## config.mk

```make
export PLATFORM = sky130hd
export DESIGN_NAME = sd_stream_scheduler
export DESIGN_NICKNAME = d
export VERILOG_FILES = /design/src/rtl/sd_stream_scheduler.sv
export SDC_FILE = /design/constraint.sdc
export NUM_CORES = 1
export LEC_CHECK = 0
export CORE_MARGIN = 2
export CORE_UTILIZATION = 53
export CTS_CLUSTER_DIAMETER = 60
export DETAILED_ROUTE_END_ITERATION = 8
export PLACE_DENSITY = 0.92
export SLEW_MARGIN = 30
export SYNTH_ARGS = -nofsm -noshare
export SYNTH_HDL_FRONTEND = slang
export SYNTH_SLANG_ARGS = --single-unit
```

## constraint.sdc

```tcl
create_clock -name clk -period 3.9 [get_ports clk]
set_input_delay 0.39 -clock clk [delete_from_list [all_inputs] [get_ports clk]]
set_output_delay 0.39 -clock clk [all_outputs]
set_load 0.005 [all_outputs]
```

## src/rtl/sd_stream_scheduler.sv

```systemverilog
// sd_stream_scheduler: refills the audio FIFO from SD card block reads.
// Once a song is started, it issues one block read whenever the FIFO has
// room for a whole block. SD bytes are forwarded to the FIFO with one cycle
// of latency, and the block reads are sequenced until the song ends or is
// stopped.
// Ports:
//   clk, rst                  clock, asynchronous active-low reset
//   start, stop               one-cycle control pulses from the menu FSM
//   song_base_addr/num_blocks song descriptor, sampled on an accepted start
//   fifo_count, fifo_full     audio FIFO status
//   sd_ready, sd_rd, sd_addr  SD read request handshake
//   sd_data_valid, sd_dout,
//   sd_done                   SD byte stream and end-of-block pulse
//   fifo_wr, fifo_din         audio FIFO write port
//   busy, song_done           status (busy is high outside IDLE)
//   overflow_err, len_err     sticky errors, cleared by the next start
module sd_stream_scheduler #(
  parameter int unsigned BLOCK_BYTES = 512,
  parameter int unsigned FIFO_DEPTH  = 2048,
  parameter int unsigned ADDR_W      = 32,
  parameter int unsigned LEN_W       = 24
) (
  input  logic                          clk,
  input  logic                          rst,
  input  logic                          start,
  input  logic                          stop,
  input  logic [ADDR_W-1:0]             song_base_addr,
  input  logic [LEN_W-1:0]              song_num_blocks,
  input  logic [$clog2(FIFO_DEPTH):0]   fifo_count,
  input  logic                          fifo_full,
  input  logic                          sd_ready,
  output logic                          sd_rd,
  output logic [ADDR_W-1:0]             sd_addr,
  input  logic                          sd_data_valid,
  input  logic [7:0]                    sd_dout,
  input  logic                          sd_done,
  output logic                          fifo_wr,
  output logic [7:0]                    fifo_din,
  output logic                          busy,
  output logic                          song_done,
  output logic                          overflow_err,
  output logic                          len_err
);

  localparam int unsigned FCNT_W = $clog2(FIFO_DEPTH) + 1;
  localparam int unsigned BCNT_W = $clog2(BLOCK_BYTES + 1) + 1;
  localparam logic [FCNT_W-1:0] ROOM_LIMIT = FCNT_W'(FIFO_DEPTH - BLOCK_BYTES);
  localparam logic [BCNT_W-1:0] BLOCK_LEN  = BCNT_W'(BLOCK_BYTES);
  localparam logic [BCNT_W-1:0] CNT_MAX    = '1;

  typedef enum logic [2:0] {
    S_IDLE, S_CHECK, S_ISSUE, S_STREAM, S_ABORT, S_FINISH
  } state_t;

  state_t              state_q, state_d;
  logic [ADDR_W-1:0]   base_q;
  logic [LEN_W-1:0]    len_q;
  logic [LEN_W-1:0]    block_idx_q;
  logic [BCNT_W-1:0]   byte_cnt_q;
  logic [BCNT_W-1:0]   byte_cnt_eff;

  logic                accept;
  logic                strobe;
  logic                room;

  logic                sd_rd_d;
  logic [ADDR_W-1:0]   sd_addr_d;
  logic                fifo_wr_d;
  logic [7:0]          fifo_din_d;
  logic                busy_d;
  logic                song_done_d;
  logic                overflow_err_d;
  logic                len_err_d;

  assign accept = (state_q == S_IDLE) && start && !stop;
  assign strobe = (state_q == S_STREAM) && sd_data_valid;
  assign room   = (fifo_count <= ROOM_LIMIT);

  // Byte count including a byte strobed in this same cycle; saturates so
  // runaway blocks can never wrap back to a legal length.
  assign byte_cnt_eff = (strobe && (byte_cnt_q != CNT_MAX)) ?
                        byte_cnt_q + BCNT_W'(1) : byte_cnt_q;

  // State register
  always_ff @(posedge clk or negedge rst) begin
    if (!rst) state_q <= S_IDLE;
    else      state_q <= state_d;
  end

  // Next-state logic
  always_comb begin
    state_d = state_q;
    case (state_q)
      S_IDLE:   if (accept) state_d = (song_num_blocks == '0) ? S_FINISH : S_CHECK;
      S_CHECK: begin
        if (stop)                        state_d = S_IDLE;
        else if (block_idx_q == len_q)   state_d = S_FINISH;
        else if (room && sd_ready)       state_d = S_ISSUE;
      end
      // The read is already on the wire, so a stop here must drain the block.
      S_ISSUE:  state_d = stop ? S_ABORT : S_STREAM;
      S_STREAM: begin
        if (sd_done && stop) state_d = S_IDLE;
        else if (sd_done)    state_d = S_CHECK;
        else if (stop)       state_d = S_ABORT;
      end
      S_ABORT:  if (sd_done) state_d = S_IDLE;
      S_FINISH: state_d = S_IDLE;
      default:  state_d = S_IDLE;
    endcase
  end

  // Output next-values, aligned with the state they belong to
  always_comb begin
    sd_rd_d        = (state_d == S_ISSUE);
    sd_addr_d      = sd_addr;
    if (sd_rd_d) sd_addr_d = base_q + ADDR_W'(block_idx_q);
    fifo_wr_d      = strobe && !fifo_full;
    fifo_din_d     = fifo_din;
    if (fifo_wr_d) fifo_din_d = sd_dout;
    busy_d         = (state_d != S_IDLE);
    song_done_d    = (state_d == S_FINISH);
    overflow_err_d = overflow_err || (strobe && fifo_full);
    len_err_d      = len_err ||
                     ((state_q == S_STREAM) && sd_done && (byte_cnt_eff != BLOCK_LEN));
    if (accept) begin
      overflow_err_d = 1'b0;
      len_err_d      = 1'b0;
    end
  end

  // Output registers
  always_ff @(posedge clk or negedge rst) begin
    if (!rst) begin
      sd_rd        <= 1'b0;
      sd_addr      <= '0;
      fifo_wr      <= 1'b0;
      fifo_din     <= '0;
      busy         <= 1'b0;
      song_done    <= 1'b0;
      overflow_err <= 1'b0;
      len_err      <= 1'b0;
    end else begin
      sd_rd        <= sd_rd_d;
      sd_addr      <= sd_addr_d;
      fifo_wr      <= fifo_wr_d;
      fifo_din     <= fifo_din_d;
      busy         <= busy_d;
      song_done    <= song_done_d;
      overflow_err <= overflow_err_d;
      len_err      <= len_err_d;
    end
  end

  // Song descriptor, block index and per-block byte counter
  always_ff @(posedge clk or negedge rst) begin
    if (!rst) begin
      base_q      <= '0;
      len_q       <= '0;
      block_idx_q <= '0;
      byte_cnt_q  <= '0;
    end else begin
      if (accept) begin
        base_q      <= song_base_addr;
        len_q       <= song_num_blocks;
        block_idx_q <= '0;
      end else if ((state_q == S_STREAM) && sd_done) begin
        block_idx_q <= block_idx_q + LEN_W'(1);
      end
      if (state_q == S_ISSUE) byte_cnt_q <= '0;
      else                    byte_cnt_q <= byte_cnt_eff;
    end
  end

endmodule

```

Word level (Yosys, flattened, before mapping)
Index checks and enable logic that the tools add are counted.
{ "word_totals": {"reg_bits": 140, "wordCells": 61, "out_inout_bits": 46, "in_bits": 84} }
{ "op_classes": {"add_sub_neg": 3, "n_lt_le_gt_ge": 1, "reduce_logical": 18, "n_mux": 17, "n_eq_ne": 9} }
{ "op_table": {"columns": ["cell", "n"], "rows": [
  ["2-to-1 mux 24 bit", 2],
  ["adder 32 x 24 -> 32 bit", 1],
  ["2-to-1 mux 3 bit", 10],
  ["adder 24 x 1 -> 24 bit, second input constant", 1],
  ["equality test 24 bit", 1],
  ["logical NOT 24 bit", 1],
  ["2-to-1 mux 11 bit", 2],
  ["case mux 3 bit (5 select lines)", 1],
  ["less-or-equal comparator 12 x 11 -> 1 bit, second input constant", 1],
  ["adder 11 x 1 -> 11 bit, second input constant", 1],
  ["inequality test 11 x 10 -> 1 bit, second input constant", 1],
  ["inequality test 11 bit, second input constant", 1],
  ["logical AND 1 bit", 10],
  ["equality test 3 x 2 -> 1 bit, second input constant", 3],
  ["equality test 3 bit, second input constant", 2],
  ["equality test 3 x 1 -> 1 bit, second input constant", 1],
  ["logical NOT 3 bit", 1],
  ["nonzero test 3 bit", 1],
  ["logical NOT 1 bit", 2],
  ["logical OR 1 bit", 2],
  ["2-to-1 mux 1 bit", 2],
  ["nonzero test 2 bit", 1]
]} }

Logic depth before layout (Yosys ltp)
Gate-level depths: netlist of run 1.
{ "depth": {"ltp_word": 8, "mapped_depth": 10, "depth_no_buf": 10} }

Worst setup path after synthesis of run 1
No wires, ideal clock.
{ "synth_timing": {"path_kind": "reg2reg", "start": "register block_idx_q[14]", "end": "register sd_addr[31]", "path_slack_ps": 1137, "path_stages_with_launch": 9, "setup_time_ps": 141, "synth_period_minus_slack_ps": 2763, "t_arrival_ps": 2622, "n_path_buf": 0, "cell_sequence": "dfrtp_1 > ha_1 > a21o_1 > a311o_2 > a31o_1 > a221o_1 > o41ai_4 > or3_2 > a31oi_1"} }
{ "synth_via": {"elab_chain_len": 5, "word_cells_on_any_way": 6, "cone_classes": "1 x add/sub; 2 x eq/ne; 3 x mux"} }
{ "synth_lines": {"columns": ["element", "line_no", "rtl"], "rows": [
  ["start, declared", "58", "logic [LEN_W-1:0] block_idx_q;"],
  ["start signal, assigned", "168", "block_idx_q <= block_idx_q + LEN_W'(1);"],
  ["equality test 24 bit", "97", "else if (block_idx_q == len_q) state_d = S_FINISH;"],
  ["2-to-1 mux 3 bit", "97", null],
  ["2-to-1 mux 3 bit", "96", "if (stop) state_d = S_IDLE;"],
  ["case mux 3 bit (5 select lines)", "93", "case (state_q)"],
  ["equality test 3 x 2 -> 1 bit", "115", "sd_rd_d = (state_d == S_ISSUE);"],
  ["end signal, assigned", "145", "sd_addr <= sd_addr_d;"],
  ["end, declared", "33", "output logic [ADDR_W-1:0] sd_addr,"]
]} }
Parallel ways exist; a longest one is shown, timed or not.
A chain may end at the register's enable or synchronous reset.

Final worst setup path of run 1
{ "layout_timing": {"start": "register block_idx_q[7]", "end": "register sd_addr[31]"} }
The elaborated chain is that of the path after synthesis.

==> results of run 1 <==
routing by layer:
metal	track usage (%)	wire length [um]	share of wire [%]	vias up
li1	-	-	-	3105
met1	34.3	7910	43	3160
met2	42.2	8710	47	296
met3	5.34	1280	6.9	52
met4	11.9	577	3.1	0
met5	0	0	0	-
flip-flops by register name, indices dropped and copies added (netlist names):
name and cells:
base_q 32, sd_addr 32, len_q 24, byte_cnt_q 11, busy 1, song_done 1
sd_rd 1, fifo_din 8, fifo_wr 1, overflow_err 1, len_err 1, state_q 3
block_idx_q 24
worst min-delay path by stage:
stage	start	end	slack, ns	depth (start not counted)
6_report	rst	len_q[8]$_DFFE_PN0P_	0.03	1
5_1_grt	rst	block_idx_q[5]$_DFFE_PN0P_	0.10	1
4_1_cts	rst	block_idx_q[5]$_DFFE_PN0P_	0.07	1
3_5_place_dp	sd_addr[1]$_DFFE_PN0N_	sd_addr[1]$_DFFE_PN0N_	0.47	2
3_3_place_gp	sd_addr[0]$_DFFE_PN0N_	sd_addr[0]$_DFFE_PN0N_	0.47	2
2_1_floorplan	rst	base_q[0]$_DFFE_PN0P_	0.09	0
power by group through the flow:
| stage | combinational [mW] | sequential [mW] | clock (mW) |
|---|---|---|---|
| 2_1_floorplan | 0.614 | 2.00 | 0 |
| 3_3_place_gp | 1.15 | 2.05 | 0 |
| 3_5_place_dp | 1.20 | 2.06 | 0 |
| 4_1_cts | 1.22 | 2.04 | 1.69 |
| 5_1_grt | 1.36 | 2.08 | 1.75 |
| 6_report | 1.22 | 2.04 | 1.68 |
layout make-up:
type	count	area [sq um]	area share [%]
clock buffers	19	433	4.55
clock inverters	12	173	1.82
inverters	17	63.8	0.671
multi-input cells	640	3770	39.6
flip-flops and latches	140	3500	36.8
well taps	180	225	2.37
repair buffers	136	1350	14.1
cells by family (layout without fill, tap and decap cells):
group | count (synthesis) | count (layout) | share of synthesized area, %
compound gates | 129 | 129 | 11.4
flops | 140 | 140 | 47.0
mux | 11 | 11 | 1.63
xor+xnor | 74 | 74 | 8.70
buf+inv | 47 | 184 | 2.44
simple gates | 399 | 399 | 24.2
fa+ha+maj | 27 | 27 | 4.64
metrics by stage:
stage	utilization, %	setup WS [ns]
finish	68.8	0.797
CTS	68.8	0.873
detailed placement	64.4	0.850
global route	68.8	0.591
global placement	64.4	0.892
floorplan	-	1.14
Yosys cell counts (9+ instances only):
library cell	n
a21o_1	10
a21oi_1	26
a31oi_1	19
and3_1	11
clkbuf_1	24
dfrtp_1	140
ha_1	26
inv_1	16
mux2_2	9
nand2_1	210
nand3_1	26
nand4_1	12
nor2_1	64
nor3_1	15
nor4_1	15
o21ai_0	35
xnor2_1	25
xor2_1	49
worst reg2reg max path, cell delays in order, from the launching register on:
cell and delay [ns]:
dfrtp_1 0.48, ha_1 0.45, nand2_1 0.10, o21ai_0 0.36, a2111oi_0 0.17, a211oi_1 0.62, o41ai_4 0.18, or3_2 0.48
a31oi_1 0.18
==> metrics.cfg, run 1 <==
[final_layout]
post-route-cell-area_sq_mm = 0.00951
layout_commonest_cell = nand2_1
drive_above_1_share_pct = 6.64
fin_nets = 1063
nFillCells = 1020
areaGrowthSynthToFinish_pct = 27.7
num_antenna_cells = 0
final_cell_mix = 210 x nand2_1, 140 x dfrtp_1, 128 x clkdlybuf4s50_1, 64 x nor2_1, 49 x xor2_1
fin_cells = 1144

[die]
initial_utilization_pct = 53.9
die_w_um = 123
pin_count = 130
die_area_sq_mm = 0.0150
core_area_sq_mm = 0.0138
die_h_um = 123
fp-row-count = 43

[route]
drc = 0
drtIter0Drc = 553
via_per_inst = 5.78
drt-total-wl_mm = 18.5
vias = 6613
wl_per_cell_um = 16.2
ant_nets = 0
dr.pass1.iters = 8

[power_and_ir_drop]
seqPwrFrac_pct = 41.3
p_int_mw = 3.50
power_mw = 4.94
powerDensity_mw_per_mm2 = 519
ir_drop_mv = 0.343
leakagePower_nw = 4.51
power.share.clock_pct = 33.9
swShare_pct = 29.1
power_switching_mw = 1.44
p_comb_share_pct = 24.8

[clocking]
cts_tree = built
clockBufferDepth = 2
cts-root-buf = clkbuf_16
post-cts-setup-buffer-count = 0
clkTransAtPathRegs_ns = 0.06
htree_levels = 4
cts_inserted_buffers = 17
clkSinkCount = 140
cts-hold-fix-buffers = 0
insertion_delay_ns = 0.44
cts-resized-gates = 0

[logic_synthesis]
yosys.area.top_type = dfrtp_1
async_flop_share_pct = 100
syn_area_per_cell_sq_um = 9.01
ys_seq_elements = 140
synth_edf_count = 0
ys.flop_type = dfrtp_1
syn_nets = 938
synth_cells = 827
synth_cell_type_count = 59
synth_top_area_share_pct = 47.0
synth_warnings = 0
synthTopCellsByArea = dfrtp_1 47%, nand2_1 11%, xor2_1 5.8%
ys_seq_area_share_pct = 47.0
syn_area_sq_mm = 0.00745

[timing]
drv_slew = 0
hold_slack_ns = 0.0256
final.min_clock_period_ns = 3.10
maxSlewHeadroom_pct = 42.0
fin_crit_sh_pct = 79.6
skew_ns = 0.00846
tightest_slew_ns = 0.866
hold_viol = 0
rsz0062_at_grt = no
finalSetupViolCount = 0
finalSetupTns_ns = 0
fmax_mhz = 322

[run_status]
status = finished, final reports clean

[critical_path]
ff2ff_path_depth = 8
path_depth = 8
crit_family = compound AO/OA/AOI/OAI gates
worst-path-max-fanout = 8
rrSetupSlack_ns = 0.80
critPathLaunchType = flop
crit_required_ns = 4.25
path_class = flop to flop
crit_path_end = sd_addr[31]$_DFFE_PN0N_
crit_path_cell_trace = ha_1 > nand2_1 > o21ai_0 > a2111oi_0 > a211oi_1 > o41ai_4 > or3_2 > a31oi_1
crit_path_max_incr_delay_ns = 0.62
cp-end-kind = flop
critPathLaunch = block_idx_q[7]$_DFFE_PN0P_
arrival_ns = 3.45
crit_path_top_delay_cell = a211oi_1
crit_buf_inv = 0
r2r-start = block_idx_q[7]$_DFFE_PN0P_
reg2reg_to = sd_addr[31]$_DFFE_PN0N_

[place]
hpwl_mm = 13.0
place_inst = 1113
portBuffers = 129
gp_congestion = 0.933
postPlaceCellArea_sq_mm = 0.00891

[grt]
first_global_vias = 6386
grt_pass1_wl_mm = 30.4
track_usage_pct = 26.2
antenna_found_initial = 0
grt-ovfl-total = 0
grt_max_degree = 96

[flow_run]
maxCapViolCount = 0

[hold_path]
hold_class = input pin to asynchronous set/reset pin

Power figures use the tool's default switching activity.
==> inputs of run 2 (changes only) <==
==> constraint.sdc (replaced) <==
create_clock -name clk -period 3.15 [get_ports clk]
set_input_delay 0.315 -clock clk [delete_from_list [all_inputs] [get_ports clk]]
set_output_delay 0.315 -clock clk [all_outputs]
set_load 0.005 [all_outputs]
==> metrics.cfg, run 2 (synthesized netlist as in run 1, its figures left out) <==
[run_status]
status = finished, final reports clean

[final_layout]
final_cell_mix = 210 x nand2_1, 140 x dfrtp_1, 128 x clkdlybuf4s50_1, 64 x nor2_1, 49 x xor2_1
post-route-cell-area_sq_mm = 0.00960
postLayoutCoreUtil_pct = 69.4
fin_nets = 1069
layout_commonest_cell = nand2_1
multiInputGateArea_sq_mm = 0.00377
areaGrowthSynthToFinish_pct = 28.9
nFillCells = 998
num_antenna_cells = 0
register_area_sq_mm = 0.00350
largestRegisters = base_q x32, sd_addr x32
drive_above_1_share_pct = 7.42

[place]
portBuffers = 129
gp_congestion = 0.919
hpwl_mm = 13.2
postPlaceCellArea_sq_mm = 0.00896

[clocking]
clkTransAtPathRegs_ns = 0.06
cts_tree = built
insertion_delay_ns = 0.42
clkSinkCount = 140
clockBufferDepth = 2
post-cts-setup-buffer-count = 0
cts-resized-gates = 0
htree_levels = 4
cts-root-buf = clkbuf_16
cts_inserted_buffers = 17
cts-hold-fix-buffers = 1

[critical_path]
crit_buf_inv = 0
cp-end-kind = flop
critPathLaunch = block_idx_q[14]$_DFFE_PN0P_
crit_path_top_delay_cell = o41ai_4
critPathLaunchType = flop
crit_path_max_incr_delay_ns = 0.53
crit_required_ns = 3.44
path_class = flop to flop
r2r-start = block_idx_q[14]$_DFFE_PN0P_
rrSetupSlack_ns = 0.08
ff2ff_path_depth = 8
worst-path-max-fanout = 8
reg2reg_to = sd_addr[29]$_DFFE_PN0N_
crit_family = compound AO/OA/AOI/OAI gates
crit_path_cell_trace = ha_1 > a21o_1 > a311o_2 > a31o_1 > a221o_1 > o41ai_4 > or3_2 > a31oi_1
arrival_ns = 3.35

[die]
fp-row-count = 43
die_h_um = 123
die_area_sq_mm = 0.0150
pin_count = 130
die_w_um = 123
initial_utilization_pct = 53.9
core_area_sq_mm = 0.0138

[route]
drc = 0
via_per_inst = 5.69
drtIter0Drc = 539
vias = 6545
wl_per_cell_um = 16.1
dr.pass1.iters = 5
drt-total-wl_mm = 18.5
ant_nets = 0

[power_and_ir_drop]
power_mw = 6.17
leakagePower_nw = 4.56
powerDensity_mw_per_mm2 = 643
ir_drop_mv = 0.510

[hold_path]
hold_class = input pin to flop
min_from = song_base_addr[12]
holdPathEnd = base_q[12]$_DFFE_PN0P_
holdPathStages = 3

[grt]
grt_max_degree = 72
grt_pass1_wl_mm = 30.7
antenna_found_initial = 0
first_global_vias = 6577
grt-ovfl-total = 0
track_usage_pct = 26.1

[flow_run]
maxCapViolCount = 0

[timing]
fin_crit_sh_pct = 97.4
tightest_slew_ns = 0.819
finalSetupViolCount = 0
rsz0062_at_grt = no
hold_viol = 0
drv_slew = 0
fmax_mhz = 326
skew_ns = 0.00843
maxSlewHeadroom_pct = 45.3
finalSetupTns_ns = 0
final.min_clock_period_ns = 3.07

-- run 2: cell count changes in the layout (fill, tap and decap cells not counted), sizes merged --
cell	change
buf	+5
clkbuf	-1
dlygate4sd3	+1
clkinv	-1
clkinvlp	+1
inv	+2
-- run 2: final cells by class --
cell class / instances / share of cell area (%)
tap: 180 / 2.35
clock inverter: 14 / 2.01
clock buffer: 18 / 4.58
sequential: 140 / 36.5
timing repair buffer: 142 / 14.6
inverter: 17 / 0.665
multi-input combinational: 640 / 39.3
-- run 2: worst max path at each step --
stage	to	slack [ns]	cells past startpoint
finish	sd_addr[29]$_DFFE_PN0N_	0.08	8
global route	sd_addr[27]$_DFFE_PN0N_	0.0002	8
CTS	sd_addr[29]$_DFFE_PN0N_	0.11	8
detailed placement	sd_addr[27]$_DFFE_PN0N_	0.13	8
global placement	sd_addr[29]$_DFFE_PN0N_	0.26	8
floorplan	sd_addr[31]$_DFFE_PN0N_	0.39	8
-- run 2: per-stage QoR --
step	worst slack (ns)	cells	hold WS, ns
2_1_floorplan	0.387	827	0.0194
3_3_place_gp	0.261	1118	0.358
3_5_place_dp	0.132	1118	0.369
4_1_cts	0.113	1151	0.412
5_1_grt	0.000213	1151	0.430
6_report	0.0833	1151	0.421
-- run 2: worst reg2reg max path, delay by kind of cell (launching register included) --
kind                     cells  cell delay, ns
flip-flops                   1            0.45
AND/OR/NAND/NOR              1            0.22
adder cells (fa/ha/maj)      1            0.40
AO/OA/AOI/OAI                6            1.86
-- run 2: power breakdown --
group | switching, mW | internal, mW
combinational | 0.698 | 0.815
clock | 0.791 | 1.35
sequential | 0.309 | 2.21
total | 1.80 | 4.37
-- run 2: routing by layer --
layer  wire [um]  global-route usage, %  up-vias  part of all wire (%)
met3        1250                   5.76       37                   6.7
met4         475                   10.8        0                   2.6
met1        7940                   34.6     3138                    43
li1            -                      -     3125                     -
met2        8840                   41.6      245                    48
met5           0                      0        -                     0
